===== config.mk =====
export PLATFORM = sky130hd
export DESIGN_NAME = key_action_arbiter
export DESIGN_NICKNAME = d
export VERILOG_FILES = /design/src/rtl/key_action_pkg.sv /design/src/rtl/key_autorepeat.sv /design/src/rtl/key_action_arbiter.sv
export SDC_FILE = /design/constraint.sdc
export NUM_CORES = 1
export LEC_CHECK = 0
export BUFFER_PORTS_ARGS = -buffer_cell sky130_fd_sc_hd__buf_2
export CELL_PAD_IN_SITES_DETAIL_PLACEMENT = 0
export CELL_PAD_IN_SITES_GLOBAL_PLACEMENT = 1
export CORE_ASPECT_RATIO = 0.6
export CORE_UTILIZATION = 47
export CTS_CLUSTER_DIAMETER = 50
export DETAILED_ROUTE_END_ITERATION = 12
export PLACE_DENSITY = 0.92
export SETUP_SLACK_MARGIN = 0.02
export SLEW_MARGIN = 20
export SYNTH_ARGS = -nofsm -noshare
export SYNTH_HDL_FRONTEND = slang
export SYNTH_SLANG_ARGS = --single-unit

===== constraint.sdc =====
create_clock -name CLK -period 5.1 [get_ports CLK]
set_clock_uncertainty 0.1 [all_clocks]
set_input_delay 1.02 -clock CLK [delete_from_list [all_inputs] [get_ports CLK]]
set_output_delay 1.02 -clock CLK [all_outputs]
set_load 0.05 [all_outputs]

===== src/rtl/key_action_pkg.sv =====
// key_action_pkg
// Shared definitions for the keyboard action front end:
//   - keycodes of the game controls
//   - action_e: channel numbering of the default keycode table
//   - repeat_state_e: states of the delayed-auto-shift repeat FSM
//   - DEF_KEYCODES / DEF_REPEAT_MASK: default channel tables
package key_action_pkg;

    localparam logic [7:0] LEFT     = 8'h04;
    localparam logic [7:0] RIGHT    = 8'h07;
    localparam logic [7:0] ROT_L    = 8'h14;
    localparam logic [7:0] ROT_R    = 8'h1a;
    localparam logic [7:0] SOFT     = 8'h16;
    localparam logic [7:0] HOLD     = 8'h0f;
    localparam logic [7:0] CLEARALL = 8'h13;
    localparam logic [7:0] HARD     = 8'h2c;
    localparam logic [7:0] KONAMI   = 8'h18;

    // Channel index = priority (0 highest).
    typedef enum logic [2:0] {
        ACT_HARD   = 3'd0,
        ACT_ROT_L  = 3'd1,
        ACT_ROT_R  = 3'd2,
        ACT_LEFT   = 3'd3,
        ACT_RIGHT  = 3'd4,
        ACT_SOFT   = 3'd5,
        ACT_HOLD   = 3'd6,
        ACT_KONAMI = 3'd7
    } action_e;

    typedef enum logic [1:0] {
        R_IDLE   = 2'd0,
        R_DELAY  = 2'd1,
        R_REPEAT = 2'd2
    } repeat_state_e;

    // Channel i occupies bits [i*8 +: 8]; channel 0 (HARD) is the LSB byte,
    // so the concatenation below lists the channels from 7 down to 0.
    localparam logic [63:0] DEF_KEYCODES = {KONAMI, HOLD, SOFT, RIGHT,
                                            LEFT, ROT_R, ROT_L, HARD};

    // LEFT and RIGHT auto-repeat.
    localparam logic [7:0] DEF_REPEAT_MASK = 8'b0001_1000;

endpackage


===== src/rtl/key_autorepeat.sv =====
// key_autorepeat
// Delayed-auto-shift repeat generator. One shared timer follows the most
// recently pressed repeatable channel (h). After DAS_CYCLES of continuous
// hold it emits a one-cycle tick on h, then one every ARR_CYCLES.
// Ports:
//   CLK, RESET  clock, synchronous active-high reset
//   match_q     registered per-channel key match
//   rise        per-channel rising edge of match_q
//   tick        repeat event this cycle (combinational)
//   tick_ch     channel the tick belongs to
//   state       current repeat FSM state (debug)
module key_autorepeat
    import key_action_pkg::*;
#(
    parameter int                      NUM_ACTIONS = 8,
    parameter logic [NUM_ACTIONS-1:0]  REPEAT_MASK = DEF_REPEAT_MASK,
    parameter int                      CNT_W       = 20,
    parameter logic [CNT_W-1:0]        DAS_CYCLES  = 20'd500000,
    parameter logic [CNT_W-1:0]        ARR_CYCLES  = 20'd100000,
    localparam int                     ID_W        = (NUM_ACTIONS > 1) ? $clog2(NUM_ACTIONS) : 1
) (
    input  logic                   CLK,
    input  logic                   RESET,
    input  logic [NUM_ACTIONS-1:0] match_q,
    input  logic [NUM_ACTIONS-1:0] rise,
    output logic                   tick,
    output logic [ID_W-1:0]        tick_ch,
    output repeat_state_e          state
);

    repeat_state_e          state_q, state_d;
    logic [ID_W-1:0]        h_q, h_d;
    logic [CNT_W-1:0]       cnt_q, cnt_d;
    logic [NUM_ACTIONS-1:0] rep_rise;
    logic [ID_W-1:0]        new_ch;

    assign rep_rise = rise & REPEAT_MASK;
    assign state    = state_q;

    always_comb begin
        new_ch = '0;
        for (int i = NUM_ACTIONS - 1; i >= 0; i--) begin
            if (rep_rise[i]) new_ch = ID_W'(i);
        end
    end

    always_comb begin
        state_d = state_q;
        h_d     = h_q;
        cnt_d   = cnt_q;
        tick    = 1'b0;
        tick_ch = h_q;
        case (state_q)
            R_IDLE: begin
                if (|rep_rise) begin
                    state_d = R_DELAY;
                    h_d     = new_ch;
                    cnt_d   = DAS_CYCLES;
                end
            end
            default: begin
                // match_q is one-hot, so losing match on h covers both a
                // release and a switch to another key. No tick in that cycle.
                if (!match_q[h_q]) begin
                    if (|rep_rise) begin
                        state_d = R_DELAY;
                        h_d     = new_ch;
                        cnt_d   = DAS_CYCLES;
                    end else begin
                        state_d = R_IDLE;
                    end
                end else if (cnt_q == CNT_W'(1)) begin
                    tick    = 1'b1;
                    cnt_d   = ARR_CYCLES;
                    state_d = R_REPEAT;
                end else begin
                    cnt_d = cnt_q - CNT_W'(1);
                end
            end
        endcase
    end

    always_ff @(posedge CLK) begin
        if (RESET) begin
            state_q <= R_IDLE;
            h_q     <= '0;
            cnt_q   <= '0;
        end else begin
            state_q <= state_d;
            h_q     <= h_d;
            cnt_q   <= cnt_d;
        end
    end

endmodule


===== src/rtl/key_action_arbiter.sv =====
// key_action_arbiter
// Keyboard front end for the game control FSM. Decodes the keycode into
// NUM_ACTIONS channels, edge-detects them, adds auto-repeat ticks, latches
// pending actions and presents them one at a time on a valid/ack port.
// Ports:
//   CLK, RESET     clock, synchronous active-high reset
//   keyboardinput  current keycode, 0 = no key
//   flush          drop all pending and presented actions
//   action_ack     consumer takes the presented action
//   action_valid   an action is presented
//   action_id      channel of the presented action
//   action_repeat  presented action came from auto-repeat
//   pending        pending latch vector (debug)
//   overrun_cnt    saturating per-channel overrun counts, channel i at [i*OVR_W +: OVR_W]
//   repeat_state   repeat FSM state (debug)
//
// Handshake: the slot holds action_id/action_repeat stable while
// action_valid=1 and action_ack=0. An action is consumed on a posedge with
// action_valid=1 and action_ack=1; the next pending action may load on that
// same edge. action_ack while action_valid=0 has no effect.
module key_action_arbiter
    import key_action_pkg::*;
#(
    parameter int                                NUM_ACTIONS = 8,
    parameter int                                KEYCODE_W   = 8,
    parameter logic [NUM_ACTIONS*KEYCODE_W-1:0]  KEYCODES    = DEF_KEYCODES,
    parameter logic [NUM_ACTIONS-1:0]            REPEAT_MASK = DEF_REPEAT_MASK,
    parameter int                                CNT_W       = 20,
    parameter logic [CNT_W-1:0]                  DAS_CYCLES  = 20'd500000,
    parameter logic [CNT_W-1:0]                  ARR_CYCLES  = 20'd100000,
    parameter int                                OVR_W       = 4,
    localparam int                               ID_W        = (NUM_ACTIONS > 1) ? $clog2(NUM_ACTIONS) : 1
) (
    input  logic                         CLK,
    input  logic                         RESET,
    input  logic [KEYCODE_W-1:0]         keyboardinput,
    input  logic                         flush,
    input  logic                         action_ack,
    output logic                         action_valid,
    output logic [ID_W-1:0]              action_id,
    output logic                         action_repeat,
    output logic [NUM_ACTIONS-1:0]       pending,
    output logic [NUM_ACTIONS*OVR_W-1:0] overrun_cnt,
    output repeat_state_e                repeat_state
);

    logic [NUM_ACTIONS-1:0]            match, match_q, match_prev;
    logic [NUM_ACTIONS-1:0]            rise, tick_vec, evt;
    logic [NUM_ACTIONS-1:0]            pending_rpt;
    logic [NUM_ACTIONS-1:0]            grant_vec;
    logic [NUM_ACTIONS-1:0][OVR_W-1:0] ovr_q;
    logic                              tick;
    logic [ID_W-1:0]                   tick_ch;
    logic [ID_W-1:0]                   grant_ch;
    logic                              slot_load;

    // Keycode 0 is excluded explicitly so a zero table entry never matches.
    always_comb begin
        for (int i = 0; i < NUM_ACTIONS; i++) begin
            match[i] = (keyboardinput != '0) &&
                       (keyboardinput == KEYCODES[i*KEYCODE_W +: KEYCODE_W]);
        end
    end

    // Both stages reload the live match during reset, so a key held across
    // reset does not produce an edge until it has been released.
    always_ff @(posedge CLK) begin
        if (RESET) begin
            match_q    <= match;
            match_prev <= match;
        end else begin
            match_q    <= match;
            match_prev <= match_q;
        end
    end

    assign rise = match_q & ~match_prev;

    key_autorepeat #(
        .NUM_ACTIONS (NUM_ACTIONS),
        .REPEAT_MASK (REPEAT_MASK),
        .CNT_W       (CNT_W),
        .DAS_CYCLES  (DAS_CYCLES),
        .ARR_CYCLES  (ARR_CYCLES)
    ) u_autorepeat (
        .CLK     (CLK),
        .RESET   (RESET),
        .match_q (match_q),
        .rise    (rise),
        .tick    (tick),
        .tick_ch (tick_ch),
        .state   (repeat_state)
    );

    always_comb begin
        for (int i = 0; i < NUM_ACTIONS; i++) begin
            tick_vec[i] = tick && (tick_ch == ID_W'(i));
        end
    end

    assign evt = rise | tick_vec;

    // Fixed priority: lowest pending index wins.
    always_comb begin
        grant_ch = '0;
        for (int i = NUM_ACTIONS - 1; i >= 0; i--) begin
            if (pending[i]) grant_ch = ID_W'(i);
        end
    end

    assign slot_load = (!action_valid || action_ack) && (|pending);

    always_comb begin
        for (int i = 0; i < NUM_ACTIONS; i++) begin
            grant_vec[i] = slot_load && (grant_ch == ID_W'(i));
        end
    end

    always_ff @(posedge CLK) begin
        if (RESET) begin
            action_valid  <= 1'b0;
            action_id     <= '0;
            action_repeat <= 1'b0;
            pending       <= '0;
            pending_rpt   <= '0;
            ovr_q         <= '0;
        end else if (flush) begin
            // Events arriving this cycle are dropped without counting.
            action_valid <= 1'b0;
            pending      <= '0;
            pending_rpt  <= '0;
        end else begin
            if (slot_load) begin
                action_valid  <= 1'b1;
                action_id     <= grant_ch;
                action_repeat <= pending_rpt[grant_ch];
            end else if (action_ack) begin
                action_valid <= 1'b0;
            end

            for (int i = 0; i < NUM_ACTIONS; i++) begin
                if (evt[i]) begin
                    if (pending[i] && !grant_vec[i]) begin
                        if (ovr_q[i] != {OVR_W{1'b1}}) begin
                            ovr_q[i] <= ovr_q[i] + OVR_W'(1);
                        end
                    end else begin
                        // Covers the same-edge grant: the old action moves
                        // into the slot and the new event takes its place.
                        pending[i]     <= 1'b1;
                        pending_rpt[i] <= !rise[i];
                    end
                end else if (grant_vec[i]) begin
                    pending[i] <= 1'b0;
                end
            end
        end
    end

    assign overrun_cnt = ovr_q;

endmodule


==> run summary <==
static leakage - 2.055 nW
# diodes - 0
CP startpoint - action_ack
row cnt - 27
post-route ant nets - 0
layout cell share with drive strength beyond 1 - 20.43%
Final nets - 570
Multi-input gate area - 2489 um^2
fmax - 351.2 MHz
internal power - 1.265 mW
top cells by area, synth - dfxtp_1 41%, nor2_1 5.5%, a21oi_1 4.3%, nand2_1 3.3%, a311oi_1 2.9%
Reg clk slew, reported paths - 60 ps
Hold Fails Final Rpt - 0
pwr dens - 301.2 nW/um^2
Crit path required time - 5230 ps
HPWL after detailed placement - 7.613 mm
drt pass-1 iters - 5
Net Count, Synth - 519
largest family of logic cells by synthesized area - simple AND/OR/NAND/NOR gates
Setup TNS Final - 0 ps
via count - 3,863
worst hold start - pending_rpt[6]
Setup Fix Bufs, Post-CTS - 0
number of max-cap violations - 0
switching part of the total - 19.71%
Async S/R FF share, synth - 0%
Crit Path Class - in -> reg
GR Overflow Total - 0
Routability Congestion - 0.8339
Post-Synth Simple-Gate Area - 25.85%
Placed Cells - 667
prevailing post-synth register cell - dfxtp_1
initial antenna violation count - 0
crit-path max cell delay - 780 ps
WL/cell - 15.51 um
sequential-to-total area share from yosys stat - 41.37%
first-pass GRT wire length - 17.32 mm
Slew @ Worst Pin - 864.2 ps
Mean Syn Cell Area - 9.055 um^2
Total Power - 1.575 mW
VDD IR max - 197.1 uV
CP arrival - 2980 ps
fill cell count - 828
Ys Warns - 0
crit start category - input pin
clock power share - 51.4%
final non-filler cell total - 683
CTS resizes - 0
Setup WS post-layout - 2253 ps
Critical R2R Capture - overrun_cnt[31]
flops & latches, synth - 93
Top-Level Pins - 59
Remaining DRCs - 0
adder-cell share of the synthesized area - 2.780%
Max Fanout on Critical Path - 6
count of final max-slew check failures - 0
final instance area - 5230 um^2
synthesized area - 4501 um^2
Critical Path Sink Type - flop
TritonCTS Sinks - 93
multiplexer share of the synthesized area - 5.060%
largest net degree at the start of global routing - 41
core area - 9223 um^2
XOR/XNOR Fraction of Synth Area - 2.919%
htree depth - 3
FF-to-FF setup slack - 2470 ps
number of synthesized flops with an enable pin - 0
hold path depth - 2
Num CTS Buffers - 9
Total GRT Usage - 22.40%
FF-to-FF Start - u_autorepeat.tick_ch[1]
Comb power frac - 2.3%
Reg power frac - 46.3%
NetSw - 0.3104 mW
RSZ-0062 raised after global routing - no
worst skew pair latency - 350 ps
Starting Density - 48.80%
synthesized instance count - 497
Synth area leader - dfxtp_1
Post-DP Area - 4867 um^2
vias in the first global route - 3,338
CP max stage cell - nor4_1
crit path buf inv count - 1
die extent in x - 128.3 um
path depth of the worst reg2reg path - 5
initial DRC count - 290
Worst Hold Class - reg -> reg
CTS tree - done
Area growth, synth to finish - 16.21%
status - finished clean
clock root buffer master - clkbuf_16
Clock Path Buffers - 2
setup violators final - 0
Synth Area in Compound Gates - 18.68%
cts-stage hold buffer count - 0
Period Utilization, post-route - 55.83%
Yosys top cell area share - 41.37%
delay-heaviest family, CP - simple AND/OR/NAND/NOR gates
register area - 1862 um^2
Routed WL - 10.59 mm
drt via density - 5.656
dpl ws - 1966 ps
die height - 77.80 um
Max-Slew Margin vs Limit - 41.86%
Tmin final - 2847 ps
worst hold endpoint - pending_rpt[6]
Synth cell types - 72
Die ar. - 9984 um^2
PortBufs - 58
crit path cell chain - buf_2 -> nor2b_1 -> o21ai_1 -> nor4_1 -> nand4_1 -> xor2_1 -> nor2_1
[per-layer routing]
layer	global-route usage [%]	part of all wire (%)	vias up
li1	-	-	1934
met1	35.40	54	1798
met2	28.38	38	122
met3	6.897	7.1	9
met4	5.059	0.65	0
met5	0	0	-
[worst min-delay path: cells and delay by family (launching register included)]
family	cells	cell delay, ps
flops	1	310
compound gates	1	40
simple gates	1	60
[worst max-delay path by stage]
| stage | cells past startpoint | slack, ps | end |
|---|---|---|---|
| floorplan | 6 | 2510 | overrun_cnt[7] |
| global placement | 7 | 1960 | overrun_cnt[7] |
| detailed placement | 7 | 1970 | overrun_cnt[7] |
| CTS | 7 | 2340 | overrun_cnt[7] |
| global route | 7 | 2140 | overrun_cnt[7] |
| finish | 7 | 2250 | overrun_cnt[7] |
[stage by stage]
stage          hold slack, ps  utilization [%]
4_1_cts                 351.2            56.71
2_1_floorplan           307.2                -
3_3_place_gp            324.1            52.77
3_5_place_dp            333.9            52.77
6_report                345.0            56.71
5_1_grt                 369.0            56.71
[synthesized netlist by cell type (3+ instances only)]
cell type	number
a211oi_1	8
a21oi_1	39
a311oi_1	15
a31oi_1	10
and3_1	3
buf_2	5
clkbuf_1	11
dfxtp_1	93
ha_1	10
inv_1	13
mux2_2	10
mux2i_1	7
nand2_1	40
nand2b_1	11
nand3_1	7
nand4_1	7
nand4b_1	4
nor2_1	66
nor2b_1	9
nor3_1	17
nor3b_1	3
nor4_1	5
nor4_4	3
nor4b_2	3
o21ai_0	15
o21ai_2	3
o31ai_1	4
or3_1	8
xnor2_1	6
xor2_1	9
[sequential cells by signal, indices dropped and copies added (netlist names)]
signal and cells:
action_id 3, action_repeat 1, action_valid 1, match_prev 8
match_q 8, overrun_cnt 32, pending 8, pending_rpt 8
u_autorepeat.cnt_q 20, u_autorepeat.state 2, u_autorepeat.tick_ch 2
[power groups by stage]
stage | combinational (mW) | clock [mW] | sequential, mW
after floorplan | 0.0229 | 0 | 0.745
after global placement | 0.0359 | 0 | 0.745
after detailed placement | 0.0364 | 0 | 0.745
after CTS | 0.0365 | 0.821 | 0.728
after global routing | 0.0402 | 0.854 | 0.728
final | 0.0365 | 0.810 | 0.729
[logic make-up (layout without fill, tap and decap cells)]
logic type               Yosys count  after routing
flip-flops                        93             93
AO/OA/AOI/OAI                    119            119
multiplexers                      20             20
buffers and inverters             33             89
AND/OR/NAND/NOR                  207            207
adder cells (fa/ha/maj)           10             10
XOR/XNOR                          15             15
[layout make-up]
cell class	instances	share of cell area [%]
multi-input cells	371	47.58
repair buffers	60	5.837
well taps	130	3.110
clock buffers	9	4.306
flip-flops and latches	93	35.60
inverters	13	0.9330
clock inverters	7	2.632
[layout by cell type (no fill, tap or decap), types with 3 or more instances in the layout]
cell type and count:
nand2b_1 11, bufinv_16 4, clkbuf_16 9, mux2_2 10, dfxtp_1 93, a21oi_1 39
ha_1 10, inv_1 13, nor3b_1 3, o21ai_2 3, nand2_1 40, nand4_1 7
a31oi_1 10, buf_2 58, nor3_1 17, xnor2_1 6, o21ai_0 15, a311oi_1 15
nor2b_1 9, nor4_4 3, and3_1 3, xor2_1 9, nor2_1 66, nor4_1 5
o31ai_1 4, a211oi_1 8, nor4b_2 3, nand3_1 7, nand4b_1 4, or3_1 8
mux2i_1 7
Note: power is estimated with default switching activity, not from simulation.
